===== config.mk =====
export PLATFORM = sky130hd
export DESIGN_NAME = debounce_multi
export DESIGN_NICKNAME = d
export VERILOG_FILES = /design/src/rtl/debounce_multi.sv
export SDC_FILE = /design/constraint.sdc
export NUM_CORES = 1
export LEC_CHECK = 0
export ABC_AREA = 1
export ABC_CLOCK_PERIOD_IN_PS = 5000
export CORE_ASPECT_RATIO = 1.1
export CORE_MARGIN = 5
export CORE_UTILIZATION = 35
export DETAILED_ROUTE_END_ITERATION = 8
export GPL_TIMING_DRIVEN = 0
export PLACE_DENSITY = 0.58
export SLEW_MARGIN = 20
export SYNTH_ARGS = -nofsm -noshare
export SYNTH_HDL_FRONTEND = slang
export SYNTH_SLANG_ARGS = --single-unit

===== constraint.sdc =====
create_clock -name clk -period 5 [get_ports clk]
set_input_delay 1 -clock clk [delete_from_list [all_inputs] [get_ports clk]]
set_output_delay 1 -clock clk [all_outputs]
set_load 0.005 [all_outputs]

===== src/rtl/debounce_multi.sv =====
// ---------------------------------------------------------------------------
// debounce_multi
//
// Parametrised N-channel debouncer for pushbuttons and switches. It replaces
// the older fixed 5-button/8-switch debouncer. Every raw input is brought into
// the clk domain through a flop chain. It is then sampled on a shared
// prescaled tick and filtered by a stability counter that belongs to that
// channel alone. The block reports the clean level and one-cycle edge pulses.
// It also exports the sample tick so that neighbouring blocks can share it.
//
// Build option: DEBOUNCE_AUTOREPEAT_EN
//   - When defined, each channel gets a press/auto-repeat FSM that drives
//     key_pulse.
//   - When undefined, key_pulse is simply the rise pulse.
//
// Ports
//   clk        : system clock (100 MHz)
//   rst        : asynchronous active-high reset; every output reads 0 while it
//                is high
//   raw_in     : [NUM_CH] unsynchronised button/switch levels
//   db_out     : [NUM_CH] debounced levels
//   rise_pulse : [NUM_CH] one clk cycle on each debounced 0->1 transition
//   fall_pulse : [NUM_CH] one clk cycle on each debounced 1->0 transition
//   key_pulse  : [NUM_CH] press event, plus the auto-repeat events when that
//                option is built
//   tick       : one-cycle sample strobe, every TICK_DIV clk cycles
// ---------------------------------------------------------------------------
module debounce_multi #(
  parameter int NUM_CH             = 13,
  parameter int SYNC_STAGES        = 2,
  parameter int TICK_DIV           = 100000,
  parameter int STABLE_TICKS       = 5,
  parameter int REPEAT_DELAY_TICKS = 500,
  parameter int REPEAT_RATE_TICKS  = 100
) (
  input  logic              clk,
  input  logic              rst,
  input  logic [NUM_CH-1:0] raw_in,
  output logic [NUM_CH-1:0] db_out,
  output logic [NUM_CH-1:0] rise_pulse,
  output logic [NUM_CH-1:0] fall_pulse,
  output logic [NUM_CH-1:0] key_pulse,
  output logic              tick
);

  // Reject configurations the datapath cannot represent. The repeat
  // parameters only matter when auto-repeat is built, but they are held to
  // the same sanity rule in every build so that the same instance stays
  // legal under either build option.
  if (SYNC_STAGES < 2) begin : g_bad_sync
    $error("debounce_multi: SYNC_STAGES must be >= 2");
  end
  if (TICK_DIV < 1) begin : g_bad_div
    $error("debounce_multi: TICK_DIV must be >= 1");
  end
  if (STABLE_TICKS < 1) begin : g_bad_stable
    $error("debounce_multi: STABLE_TICKS must be >= 1");
  end
  if (REPEAT_DELAY_TICKS < 1 || REPEAT_RATE_TICKS < 1) begin : g_bad_repeat
    $error("debounce_multi: REPEAT_*_TICKS must be >= 1");
  end

  // With TICK_DIV == 1 the prescaler collapses to a single flop that stays
  // at 0, which keeps tick permanently high.
  localparam int PW = (TICK_DIV > 1) ? $clog2(TICK_DIV) : 1;
  localparam int CW = $clog2(STABLE_TICKS + 1);

  localparam logic [PW-1:0] PRESC_LAST = PW'(TICK_DIV - 1);
  localparam logic [CW-1:0] CNT_LAST   = CW'(STABLE_TICKS - 1);

  // Synchroniser chain
  logic [SYNC_STAGES-1:0][NUM_CH-1:0] sync_q;
  logic [SYNC_STAGES-1:0][NUM_CH-1:0] sync_d;
  logic [NUM_CH-1:0]                  sync_in;

  always_comb begin
    sync_d = {sync_q[SYNC_STAGES-2:0], raw_in};
  end

  assign sync_in = sync_q[SYNC_STAGES-1];

  always_ff @(posedge clk or posedge rst) begin
    if (rst) begin
      sync_q <= '0;
    end else begin
      sync_q <= sync_d;
    end
  end

  // Sample-tick prescaler
  logic [PW-1:0] presc_q;
  logic [PW-1:0] presc_d;
  logic          tick_raw;

  assign tick_raw = (presc_q == PRESC_LAST);

  always_comb begin
    presc_d = presc_q + PW'(1);
    if (tick_raw) begin
      presc_d = '0;
    end
  end

  always_ff @(posedge clk or posedge rst) begin
    if (rst) begin
      presc_q <= '0;
    end else begin
      presc_q <= presc_d;
    end
  end

  // The prescaler idles at 0 in reset. That value would already decode as a
  // tick when TICK_DIV == 1, so the exported strobe is masked while reset is
  // held.
  assign tick = tick_raw & ~rst;

  // Per-channel stability filter
  logic [NUM_CH-1:0][CW-1:0] cnt_q;
  logic [NUM_CH-1:0][CW-1:0] cnt_d;
  logic [NUM_CH-1:0]         db_q;
  logic [NUM_CH-1:0]         db_d;
  logic [NUM_CH-1:0]         db_prev_q;

  always_comb begin
    cnt_d = cnt_q;
    db_d  = db_q;
    if (tick_raw) begin
      for (int ch = 0; ch < NUM_CH; ch++) begin
        if (sync_in[ch] == db_q[ch]) begin
          // One agreeing sample throws away any partial qualification.
          cnt_d[ch] = '0;
        end else if (cnt_q[ch] == CNT_LAST) begin
          db_d[ch]  = sync_in[ch];
          cnt_d[ch] = '0;
        end else begin
          cnt_d[ch] = cnt_q[ch] + CW'(1);
        end
      end
    end
  end

  always_ff @(posedge clk or posedge rst) begin
    if (rst) begin
      cnt_q     <= '0;
      db_q      <= '0;
      db_prev_q <= '0;
    end else begin
      cnt_q     <= cnt_d;
      db_q      <= db_d;
      db_prev_q <= db_q;
    end
  end

  // Edge pulses: both flops clear together in reset, so neither the
  // assertion nor the release of reset can produce a pulse.
  assign db_out     = db_q;
  assign rise_pulse = db_q & ~db_prev_q;
  assign fall_pulse = ~db_q & db_prev_q;

`ifdef DEBOUNCE_AUTOREPEAT_EN
  // Per-channel press / auto-repeat FSM
  localparam int RMAX = (REPEAT_DELAY_TICKS > REPEAT_RATE_TICKS) ?
                        REPEAT_DELAY_TICKS : REPEAT_RATE_TICKS;
  localparam int RW   = $clog2(RMAX + 1);

  localparam logic [RW-1:0] DELAY_LAST = RW'(REPEAT_DELAY_TICKS - 1);
  localparam logic [RW-1:0] RATE_LAST  = RW'(REPEAT_RATE_TICKS - 1);

  typedef enum logic [1:0] {
    ST_IDLE   = 2'd0,
    ST_DELAY  = 2'd1,
    ST_REPEAT = 2'd2
  } rep_state_e;

  rep_state_e        rep_state_q [NUM_CH];
  rep_state_e        rep_state_d [NUM_CH];
  logic [RW-1:0]     rep_cnt_q   [NUM_CH];
  logic [RW-1:0]     rep_cnt_d   [NUM_CH];
  logic [NUM_CH-1:0] key_d;

  always_comb begin
    key_d = '0;
    for (int ch = 0; ch < NUM_CH; ch++) begin
      rep_state_d[ch] = rep_state_q[ch];
      rep_cnt_d[ch]   = rep_cnt_q[ch];
      if (!db_q[ch]) begin
        // Release overrides every state and suppresses any pending repeat,
        // including a repeat that would coincide with the release cycle.
        rep_state_d[ch] = ST_IDLE;
        rep_cnt_d[ch]   = '0;
      end else begin
        case (rep_state_q[ch])
          ST_IDLE: begin
            if (rise_pulse[ch]) begin
              rep_state_d[ch] = ST_DELAY;
              rep_cnt_d[ch]   = '0;
              key_d[ch]       = 1'b1;
            end
          end
          ST_DELAY: begin
            if (tick_raw) begin
              if (rep_cnt_q[ch] == DELAY_LAST) begin
                rep_state_d[ch] = ST_REPEAT;
                rep_cnt_d[ch]   = '0;
                key_d[ch]       = 1'b1;
              end else begin
                rep_cnt_d[ch] = rep_cnt_q[ch] + RW'(1);
              end
            end
          end
          ST_REPEAT: begin
            if (tick_raw) begin
              if (rep_cnt_q[ch] == RATE_LAST) begin
                rep_cnt_d[ch] = '0;
                key_d[ch]     = 1'b1;
              end else begin
                rep_cnt_d[ch] = rep_cnt_q[ch] + RW'(1);
              end
            end
          end
          default: begin
            rep_state_d[ch] = ST_IDLE;
            rep_cnt_d[ch]   = '0;
          end
        endcase
      end
    end
  end

  always_ff @(posedge clk or posedge rst) begin
    if (rst) begin
      for (int ch = 0; ch < NUM_CH; ch++) begin
        rep_state_q[ch] <= ST_IDLE;
        rep_cnt_q[ch]   <= '0;
      end
    end else begin
      for (int ch = 0; ch < NUM_CH; ch++) begin
        rep_state_q[ch] <= rep_state_d[ch];
        rep_cnt_q[ch]   <= rep_cnt_d[ch];
      end
    end
  end

  // The press event coincides with rise_pulse. Each repeat event lands in
  // the tick cycle that completes its period.
  assign key_pulse = key_d;
`else
  assign key_pulse = rise_pulse;
`endif

endmodule


==> results by group <==
Finish
  • Fin nets: between 700 and 800
  • Non-Filler Instances: 940
  • Ant. Diodes: 0
  • Commonest non-fill, non-tap cell in the layout: nand2_1
  • Design area: approximately 6700 sq um
  • Fin util: 0.434
  • Layout area overhead: 23.2%
  • Most frequent cells in the layout: nand2_1, dfrtp_1, inv_1
  • Ratio of cells with drive above 1 in the final layout: 0.0743
  • Layout fillers: ~1,500

GRT
  • GRT Overall Usage: 0.141
  • Largest net degree at the start of global routing: 60
  • Initial antenna violation count: 0
  • Total gr overflow: 0
  • Vias in the first global route: roughly 4,400
  • First-pass GRT wire length: around 21,000 microns

Floorplan
  • Chip height: ~140 microns
  • Row count: 48
  • Chip width: 129 microns
  • I/O pin total: 68
  • Core Footprint: around 16,000 sq um
  • Die Area: roughly 18,000 sq um
  • Initial Util: 0.352

Worst setup path
  • Worst endpoint required time: 4.00 ns
  • CP Class: input port to output pin
  • RR Startpoint: presc_q[0]$_DFF_PP0_
  • WP data arrival: 2.26 ns
  • Setup crit end kind: output pin
  • R2R setup slack: 3.17 ns
  • RR Endpoint: db_out[8]$_DFFE_PP0P_
  • R2R depth: 8
  • CP Max Fanout: 2
  • Type of origin of the critical path: input port

STA
  • Final Hold Viols: 0
  • Setup slack after layout: about 1.7 ns
  • Setup TNS: 0 ns
  • Period minus WS final: between 3 and 4 ns
  • Slew margin rel.: 0.599
  • Slew Limit Fails: 0
  • Layout Skew: 0.00556 ns
  • Unrepaired setup endpoints after global routing: false
  • Final period utilization: 0.651
  • Final setup viols: 0
  • Worst-Margin Slew: roughly 0.6 ns
  • Hold Slack: between 0.3 and 0.4 ns
  • FMAX: 307 MHz

Clocking
  • Post_cts resized: 0
  • Clock sinks: 108
  • Setup Buffers After CTS: 0
  • CTS tree: built
  • Htree depth: 3
  • Clk_lat worst skew: about 0.35 ns
  • Root buf cell: clkbuf_16
  • Hold_buf cts: 0
  • Clock transition at path regs: around 0.070 ns
  • Clock buffer depth: 2
  • CTS buffer count: 9

Synthesis
  • Mux contribution to synthesized area: 0
  • Yosys warns: 0
  • Syn avg cell area: ~8.4 sq um
  • Synth area leader: dfrtp_1
  • Flops & latches, synth: 108
  • Largest family of logic cells by synthesized area: simple AND/OR/NAND/NOR gates
  • Xor and xnor area share after synthesis: 0.0448
  • Post-Synth Simple-Gate Area: 0.272
  • Synth top area share: 0.493
  • Register area share after synthesis: 0.493
  • Cell variety after synth: 25
  • Syn nets: 698
  • Mapped cell area: about 5500 sq um
  • Synth top area cells: dfrtp_1, nand2_1, inv_1
  • Mapped Cells: 656
  • Synth Area in Compound Gates: 0.0155
  • Synth Area in Adders: 0.0617

Route
  • Iter 0 DRT Violations: 301
  • Drt total wl: 12,100 microns
  • Vias per cell: 4.67
  • Routed vias: between 4,000 and 5,000
  • First-pass DRT Iterations: 4
  • ANT nets after route: 0
  • Wirelength per Cell: 12.8 microns
  • # DRC: 0

Placed design
  • IO buf count: 67
  • Setup WS pre-CTS: 1.76 ns
  • Gpl congestion: between 0.8 and 0.9
  • Placed cells: around 920
  • Placed instance area: 6430 sq um
  • Post-DP HPWL: around 8400 microns

Status
  • Status: completed

Hold path
  • WHS Endpoint: sync_in[7]$_DFF_PP0_
  • Hold_sp: sync_d[20]$_DFF_PP0_
  • Hold Path Stages: 0
  • Min-delay worst type: flop to flop

Pwr
  • Leakage power: 3.41 nW
  • Pwr/cell area: 251 nW/um^2
  • Total power: between 1.5 and 2 mW
  • Peak supply drop: 0.000140 V

Job
  • # Max-Cap Violations: 0
Yosys cell counts:
cell,n
and2_1,1
nor2_8,1
buf_4,14
xor2_1,15
nand4_1,17
nor3_1,18
xnor2_1,13
nor2_2,1
nand2_2,1
buf_2,8
nand3_2,1
nor2_4,1
ha_1,27
dfrtp_1,108
nor3_4,1
nand2_1,152
buf_8,1
inv_2,2
nand3_1,63
inv_1,98
clkbuf_1,4
nand2_4,1
o21ai_0,17
nor2_1,85
buf_6,6
worst max-delay path, cell delays in order:
cell             delay [ns]
clkdlybuf4s50_1        0.49
nor3_1                 0.23
clkdlybuf4s50_1        0.54
per-layer routing:
metal  track usage  vias to the layer above  share of wire
met3        0.0243                       20          0.053
met1         0.170                     2112           0.42
li1              -                     2166              -
met4        0.0757                        0          0.022
met2         0.237                       94           0.50
met5             0                        -              0
worst max-delay path by stage:
stage | from | endpoint | slack [ns]
floorplan | rst | cnt_q[0]$_DFFE_PP0N_ | 1.15
global placement | rst | db_prev_q[12]$_DFF_PP0_ | -0.56
detailed placement | rst | tick | 1.76
CTS | rst | tick | 1.74
global route | rst | tick | 1.70
finish | rst | tick | 1.74
where the power goes:
part	total (mW)	switching, mW	internal, mW	leakage (nW)
combinational	0.0416	0.0251	0.0165	1.81
clock	0.761	0.311	0.450	0.159
sequential	0.889	0.00551	0.884	1.43
registers in the layout, indices dropped and copies added, names as in the netlist:
signal and cells:
sync_d 13, presc_q 17, db_out 13, db_prev_q 13, cnt_q 39, sync_in 13
cell type report:
class	instances	area (sq um)	share of cell area
Buffer	33	243	0.0360
Clock buffer	11	243	0.0360
Clock inverter	5	75.1	0.0111
Inverter	100	380	0.0564
Multi-Input combinational cell	415	2160	0.320
Sequential cell	108	2700	0.400
Tap cell	200	250	0.0371
Timing Repair Buffer	68	698	0.103
kinds of logic (layout without fill, tap and decap cells):
kind of cell,Yosys count,after routing
compound gates,17,17
xor+xnor,28,28
fa+ha+maj,27,27
buf+inv,133,217
flops,108,108
simple gates,343,343
(Power assumes the default switching activity.)
